--- src/rtl/uart_pkg.sv ---
// Shared types and constants for the UART receive path.
package uart_pkg;

  typedef enum logic [2:0] {
    IDLE,
    START,
    DATA,
    PARITY,
    STOP1,
    STOP2,
    WAIT_IDLE
  } rx_state_e;

  localparam int unsigned MODE_PAR_EN_BIT  = 0;
  localparam int unsigned MODE_PAR_ODD_BIT = 1;
  localparam int unsigned MODE_STOP2_BIT   = 2;
  localparam int unsigned MIN_RATE         = 4;

endpackage

--- src/rtl/uart_rx_core_bit_timer.sv ---
// Bit-period down-counter: loads a half period at start detect, then ticks once per full period.
module uart_bit_timer
  import uart_pkg::*;
#(
  parameter int unsigned RATE_WIDTH = 16
) (
  input  logic                  clk_i,
  input  logic                  rst_i,
  input  logic [RATE_WIDTH-1:0] rate_i,
  input  logic                  load_i,
  input  logic                  run_i,
  output logic                  tick_o
);

  logic [RATE_WIDTH-1:0] eff_rate;
  logic [RATE_WIDTH-1:0] rate_q, rate_d;
  logic [RATE_WIDTH-1:0] cnt_q, cnt_d;

  assign eff_rate = (rate_i < RATE_WIDTH'(MIN_RATE)) ? RATE_WIDTH'(MIN_RATE) : rate_i;
  assign tick_o   = run_i && (cnt_q == '0);

  always_comb begin
    rate_d = rate_q;
    cnt_d  = cnt_q;
    if (load_i) begin
      rate_d = eff_rate;
      cnt_d  = (eff_rate >> 1) - RATE_WIDTH'(1);
    end else if (run_i) begin
      cnt_d = (cnt_q == '0) ? rate_q - RATE_WIDTH'(1) : cnt_q - RATE_WIDTH'(1);
    end
  end

  always_ff @(posedge clk_i) begin
    if (rst_i) begin
      rate_q <= RATE_WIDTH'(MIN_RATE);
      cnt_q  <= '0;
    end else begin
      rate_q <= rate_d;
      cnt_q  <= cnt_d;
    end
  end

endmodule

--- src/rtl/uart_rx_core.sv ---
// UART receive engine with 1-entry valid/ready holding register.
// Optional build macro UART_RX_MAJORITY_EN: 2-of-3 vote per bit, decision one cycle after nominal.
module uart_rx_core
  import uart_pkg::*;
#(
  parameter int unsigned DATA_BITS   = 8,
  parameter int unsigned RATE_WIDTH  = 16,
  parameter int unsigned SYNC_STAGES = 2
) (
  input  logic                  clk,
  input  logic                  rst,
  input  logic                  rx_serial,
  input  logic                  uart_enable,
  input  logic [2:0]            uart_mode,
  input  logic [RATE_WIDTH-1:0] uart_rate,
  output logic [DATA_BITS-1:0]  rx_data,
  output logic                  rx_valid,
  input  logic                  rx_ready,
  output logic                  uart_busy,
  output logic                  uart_error,
  output logic                  update_ok
);

  localparam int unsigned CW = (DATA_BITS > 1) ? $clog2(DATA_BITS) : 1;

  rx_state_e             state_q, state_d;
  logic [SYNC_STAGES-1:0] sync_q;
  logic                  line;
  logic [2:0]            mode_q;
  logic [CW-1:0]         bitcnt_q;
  logic [DATA_BITS-1:0]  shift_q;
  logic                  par_q, perr_q;
  logic [DATA_BITS-1:0]  rx_data_q;
  logic                  rx_valid_q, err_q;
  logic                  tick, sample_en, sample_bit;
  logic                  start_det, timer_run, frame_end, frame_good, load_word, err_d;

  assign line = sync_q[SYNC_STAGES-1];

  always_ff @(posedge clk) begin
    if (rst) sync_q <= '1;
    else     sync_q <= {sync_q[SYNC_STAGES-2:0], rx_serial};
  end

  uart_bit_timer #(.RATE_WIDTH(RATE_WIDTH)) u_timer (
    .clk_i  (clk),
    .rst_i  (rst),
    .rate_i (uart_rate),
    .load_i (start_det),
    .run_i  (timer_run),
    .tick_o (tick)
  );

`ifdef UART_RX_MAJORITY_EN
  // hist_q holds the line at nominal-1 and nominal when the delayed tick fires at nominal+1.
  logic [1:0] hist_q;
  logic       tick_q;
  always_ff @(posedge clk) begin
    if (rst) begin
      hist_q <= '1;
      tick_q <= 1'b0;
    end else begin
      hist_q <= {hist_q[0], line};
      tick_q <= tick;
    end
  end
  assign sample_en  = tick_q;
  assign sample_bit = (hist_q[1] & hist_q[0]) | (hist_q[1] & line) | (hist_q[0] & line);
`else
  assign sample_en  = tick;
  assign sample_bit = line;
`endif

  always_ff @(posedge clk) begin
    if (rst) state_q <= IDLE;
    else     state_q <= state_d;
  end

  always_comb begin
    state_d = state_q;
    if (!uart_enable) begin
      state_d = IDLE;
    end else begin
      case (state_q)
        IDLE:      if (!line) state_d = START;
        START:     if (sample_en) state_d = sample_bit ? IDLE : DATA;
        DATA:      if (sample_en && (bitcnt_q == CW'(DATA_BITS - 1)))
                     state_d = mode_q[MODE_PAR_EN_BIT] ? PARITY : STOP1;
        PARITY:    if (sample_en) state_d = STOP1;
        STOP1:     if (sample_en)
                     state_d = !sample_bit ? WAIT_IDLE : (mode_q[MODE_STOP2_BIT] ? STOP2 : IDLE);
        STOP2:     if (sample_en) state_d = sample_bit ? IDLE : WAIT_IDLE;
        WAIT_IDLE: if (line) state_d = IDLE;
        default:   state_d = IDLE;
      endcase
    end
  end

  always_comb begin
    uart_busy  = (state_q != IDLE);
    update_ok  = (state_q == IDLE) && line;
    start_det  = (state_q == IDLE) && uart_enable && !line;
    timer_run  = (state_q == START) || (state_q == DATA) || (state_q == PARITY) ||
                 (state_q == STOP1) || (state_q == STOP2);
    frame_end  = uart_enable && sample_en &&
                 (((state_q == STOP1) && (!sample_bit || !mode_q[MODE_STOP2_BIT])) ||
                  (state_q == STOP2));
    frame_good = sample_bit && !perr_q;
    load_word  = frame_end && frame_good && (!rx_valid_q || rx_ready);
    err_d      = frame_end && (!frame_good || (rx_valid_q && !rx_ready));
  end

  always_ff @(posedge clk) begin
    if (rst) begin
      mode_q     <= '0;
      bitcnt_q   <= '0;
      shift_q    <= '0;
      par_q      <= 1'b0;
      perr_q     <= 1'b0;
      rx_data_q  <= '0;
      rx_valid_q <= 1'b0;
      err_q      <= 1'b0;
    end else begin
      err_q <= err_d;
      if (start_det) begin
        mode_q <= uart_mode;
        par_q  <= 1'b0;
        perr_q <= 1'b0;
      end
      if (sample_en && (state_q == START)) bitcnt_q <= '0;
      if (sample_en && (state_q == DATA)) begin
        shift_q  <= {sample_bit, shift_q[DATA_BITS-1:1]};
        par_q    <= par_q ^ sample_bit;
        bitcnt_q <= bitcnt_q + CW'(1);
      end
      if (sample_en && (state_q == PARITY))
        perr_q <= ((par_q ^ sample_bit) != mode_q[MODE_PAR_ODD_BIT]);
      if (load_word) begin
        rx_data_q  <= shift_q;
        rx_valid_q <= 1'b1;
      end else if (rx_valid_q && rx_ready) begin
        rx_valid_q <= 1'b0;
      end
    end
  end

  assign rx_data    = rx_data_q;
  assign rx_valid   = rx_valid_q;
  assign uart_error = err_q;

endmodule

--- config.mk ---
export PLATFORM = sky130hd
export DESIGN_NAME = uart_rx_core
export DESIGN_NICKNAME = d
export VERILOG_FILES = /design/src/rtl/uart_pkg.sv /design/src/rtl/uart_rx_core_bit_timer.sv /design/src/rtl/uart_rx_core.sv
export SDC_FILE = /design/constraint.sdc
export NUM_CORES = 1
export LEC_CHECK = 0
export BUFFER_PORTS_ARGS = -buffer_cell sky130_fd_sc_hd__clkbuf_2
export CORE_UTILIZATION = 52
export DETAILED_ROUTE_END_ITERATION = 12
export PLACE_DENSITY = 0.72
export SYNTH_ARGS = -nofsm -noshare
export SYNTH_HDL_FRONTEND = slang
export SYNTH_SLANG_ARGS = --single-unit
--- constraint.sdc ---
create_clock -name clk -period 2.8 [get_ports clk]
set_input_delay 0.28 -clock clk [delete_from_list [all_inputs] [get_ports clk]]
set_output_delay 0.28 -clock clk [all_outputs]
set_load 0.01 [all_outputs]
==> impl_metrics.json <==
{
  "fp.dieH_um": 79.8,
  "timing.critical_path.max_delay_family": "simple AND/OR/NAND/NOR gates",
  "timing.final.max_slew_violations": 0,
  "post-route-util_pct": 65.1,
  "pre_cts_ws_ps": 96.9,
  "cp_common_cell": "sky130_fd_sc_hd__buf_4",
  "power.ir.vdd_worst_v": 0.000414,
  "count_of_buffers_from_port_buffering": 35,
  "timing.clock.skew_ps": 10.9,
  "ys_types": 63,
  "critical-path-slowest-cell": "sky130_fd_sc_hd__or4_1",
  "number_of_synthesized_flops_with_an_enable_pin": 0,
  "finalCriticalPeriod_ps": 2650,
  "worst-path-buf-inv": 2,
  "layoutNonFillerInstCount": 509,
  "grt_first_pass_wirelength_mm": 12.8,
  "wl_mm": 7.62,
  "total_power_mw": 2.22,
  "dr.pass1.iters": 4,
  "cp_arrival_ps": 2920,
  "number_of_global_route_vias_before_repair": 2643,
  "antenna_left": 0,
  "syn_nets": 412,
  "worstSkewPairLatency_ps": 350,
  "maxCapViolCount": 0,
  "area_delta_synth_final_pct": 17.2,
  "cts_tree": "yes",
  "synthesized_flop_and_latch_total": 63,
  "first_iter_violations": 215,
  "final_nets": 459,
  "post_route_cells_drive_above_1_share_pct": 23.8,
  "ctsLongestPathBuffers": 2,
  "path_cells": "buf_4 -> nor3_2 -> buf_4 -> a21oi_1 -> a221o_1 -> or4_1 -> nor4_1 -> xor2_1 -> a211oi_1",
  "routabilityCongestion": 0.835,
  "status": "completed",
  "multi_input_gate_area_in_the_final_layout_um2": 1740,
  "ys_seq_area_share_pct": 40.0,
  "chipWidth_um": 79.8,
  "worstSetupStartpointType": "flop",
  "floorplan.initialDensity_pct": 55.5,
  "synth-async-reset-ratio_pct": 0,
  "clock-root-buffer": "sky130_fd_sc_hd__clkbuf_8",
  "hold_class": "in2reg",
  "synth.avg_cell_area_um2": 8.18,
  "final_critical_path_setup_slack_ps": 147,
  "cellPowerDensity_nw_per_um2": 601,
  "cp_slowest_stage_delay_ps": 560,
  "grt_start_max_net_pins": 42,
  "leakage_nw": 1.45,
  "antenna_found_initial": 0,
  "remaining_drc_errors": 0,
  "via_per_inst": 5.77,
  "route.vias.total": 2935,
  "clock.fmax_mhz": 377,
  "synthCells": 385,
  "clkSlewWorstSetupHoldPaths_ps": 80,
  "area_of_all_sequential_standard_cells_um2": 1260,
  "die_area_um2": 6370,
  "clock_buffer_count_from_cts": 9,
  "worstSetupEndpointType": "flop",
  "synthesis.yosys.warnings": 0,
  "synth-main-ff-cell": "sky130_fd_sc_hd__dfxtp_1",
  "netlist_area_um2": 3150,
  "report.final.hold_viol_count": 0,
  "rows": 27,
  "max-slew-margin-rel_pct": 43.2,
  "routed_wire_length_per_instance_um": 15.0,
  "timing.setup.critical_path_class": "reg2reg",
  "antennaDiodeCount": 0,
  "hpwlAfterDp_mm": 5.40,
  "period_share_pct": 94.7,
  "ios": 36,
  "groute.usage.overall_pct": 26.1,
  "final-setup-viol-count": 0,
  "cp_data_required_time_ps": 3070,
  "grt_remaining_overflow": 0,
  "design.core.area_um2": 5680,
  "cts.sink_count": 63,
  "worst_hold_slack_ps": 112,
  "cts-htree-levels": 3,
  "worst-slew-pin-transition_ps": 852,
  "filler_cell_count": 521,
  "cp_max_fo": 11,
  "post-place-cells": 491
}
## sequential cells by signal, indices dropped and copies added, names as in the netlist
signal,cells
u_timer.cnt_q,16
u_timer.rate_q,16
rx_data,8
shift_q,8
bitcnt_q,3
mode_q,3
state_q,3
sync_q,2
par_q,1
perr_q,1
rx_valid,1
uart_error,1
## cell usage after synthesis (all sizes together) (2+ instances only)
| cell type | number | area share [%] |
|---|---|---|
| dfxtp | 63 | 40 |
| nand2 | 51 | 6.2 |
| a21oi | 46 | 7.3 |
| nor2 | 42 | 5.1 |
| o21ai | 22 | 3.6 |
| a211oi | 15 | 3.7 |
| clkbuf | 15 | 1.8 |
| nand3 | 13 | 2.1 |
| nor4 | 12 | 2.6 |
| buf | 10 | 2.7 |
| mux2i | 9 | 2.9 |
| xnor2 | 9 | 2.5 |
| nor3 | 6 | 1.1 |
| or3 | 6 | 1.4 |
| o211ai | 5 | 1.5 |
| a311oi | 4 | 1.1 |
| inv | 4 | 0.48 |
| nand2b | 4 | 0.79 |
| nand4 | 4 | 0.99 |
| or2 | 4 | 0.79 |
| xor2 | 4 | 1.1 |
| ha | 3 | 1.2 |
| nor3b | 3 | 0.72 |
| a22oi | 2 | 0.48 |
| a31o | 2 | 0.56 |
| and3 | 2 | 0.40 |
| o211a | 2 | 0.64 |
| or4 | 2 | 0.52 |
| or4b | 2 | 0.75 |
## metrics by stage
step / TNS [ps] / cell area [µm²]
2_1_floorplan: 0 / 3150
3_3_place_gp: 0 / 3450
3_5_place_dp: 0 / 3450
4_1_cts: 0 / 3660
5_1_grt: -3.17 / 3690
6_report: 0 / 3690
## final cells by class
cell class | count | share of cell area (%)
inverters | 4 | 0.407
repair buffers | 63 | 10.4
clock buffers | 9 | 3.35
well taps | 72 | 2.44
clock inverters | 7 | 2.20
flip-flops and latches | 63 | 34.2
multi-input cells | 291 | 47.0
## path summary, 6_finish.rpt
kind / cells past startpoint / slack, ps / end / from
setup reg to reg: 9 / 150 / u_timer.cnt_q[14] / state_q[0]
setup / recovery: 9 / 150 / u_timer.cnt_q[14] / state_q[0]
hold / removal: 2 / 110 / sync_q[0] / rx_serial
hold reg to reg: 1 / 440 / sync_q[1] / sync_q[0]
## timing repair
action                                  in CTS  in global routing
hold buffers                                 0                  0
resized for setup                            0                  4
endpoints found under the setup margin       0                  3
hold endpoints to repair                     0                  0
buffers inserted                             0                  2
## logic make-up after synthesis
family	after synthesis	synth area share [%]
compound gates	107	21.3
buf+inv	31	5.52
simple gates	158	25.1
flops	63	40.0
xor+xnor	13	3.62
mux	10	3.22
fa+ha+maj	3	1.19
## report_power, final
group	total [mW]	internal, mW	leakage (nW)	switching, mW
combinational	0.466	0.201	0.837	0.265
sequential	0.941	0.919	0.510	0.0213
clock	0.810	0.419	0.100	0.391
## layer usage
layer,part of all wire (%),vias up,wire (µm),GRT usage [%]
met3,4.5,11,339,7.66
li1,-,1482,-,-
met2,49,58,3700,41.3
met5,0,-,0,0
met1,45,1384,3440,33.6
met4,1.7,0,132,9.11
## placed cells by master, fill, tap and decap left out, drive strengths merged, types with 3 or more instances in the layout
cell type,n
nor4,12
xnor2,9
a211oi,15
inv,5
a21oi,46
xor2,4
nor2,42
mux2i,9
nor3,6
dfxtp,63
clkinv,4
nand2,51
nand2b,4
nand3,13
o211ai,5
buf,28
o21ai,22
or2,4
nor3b,3
clkbuf,44
or3,6
a311oi,4
nand4,4
ha,3
Note: power is estimated with default switching activity, not from simulation.
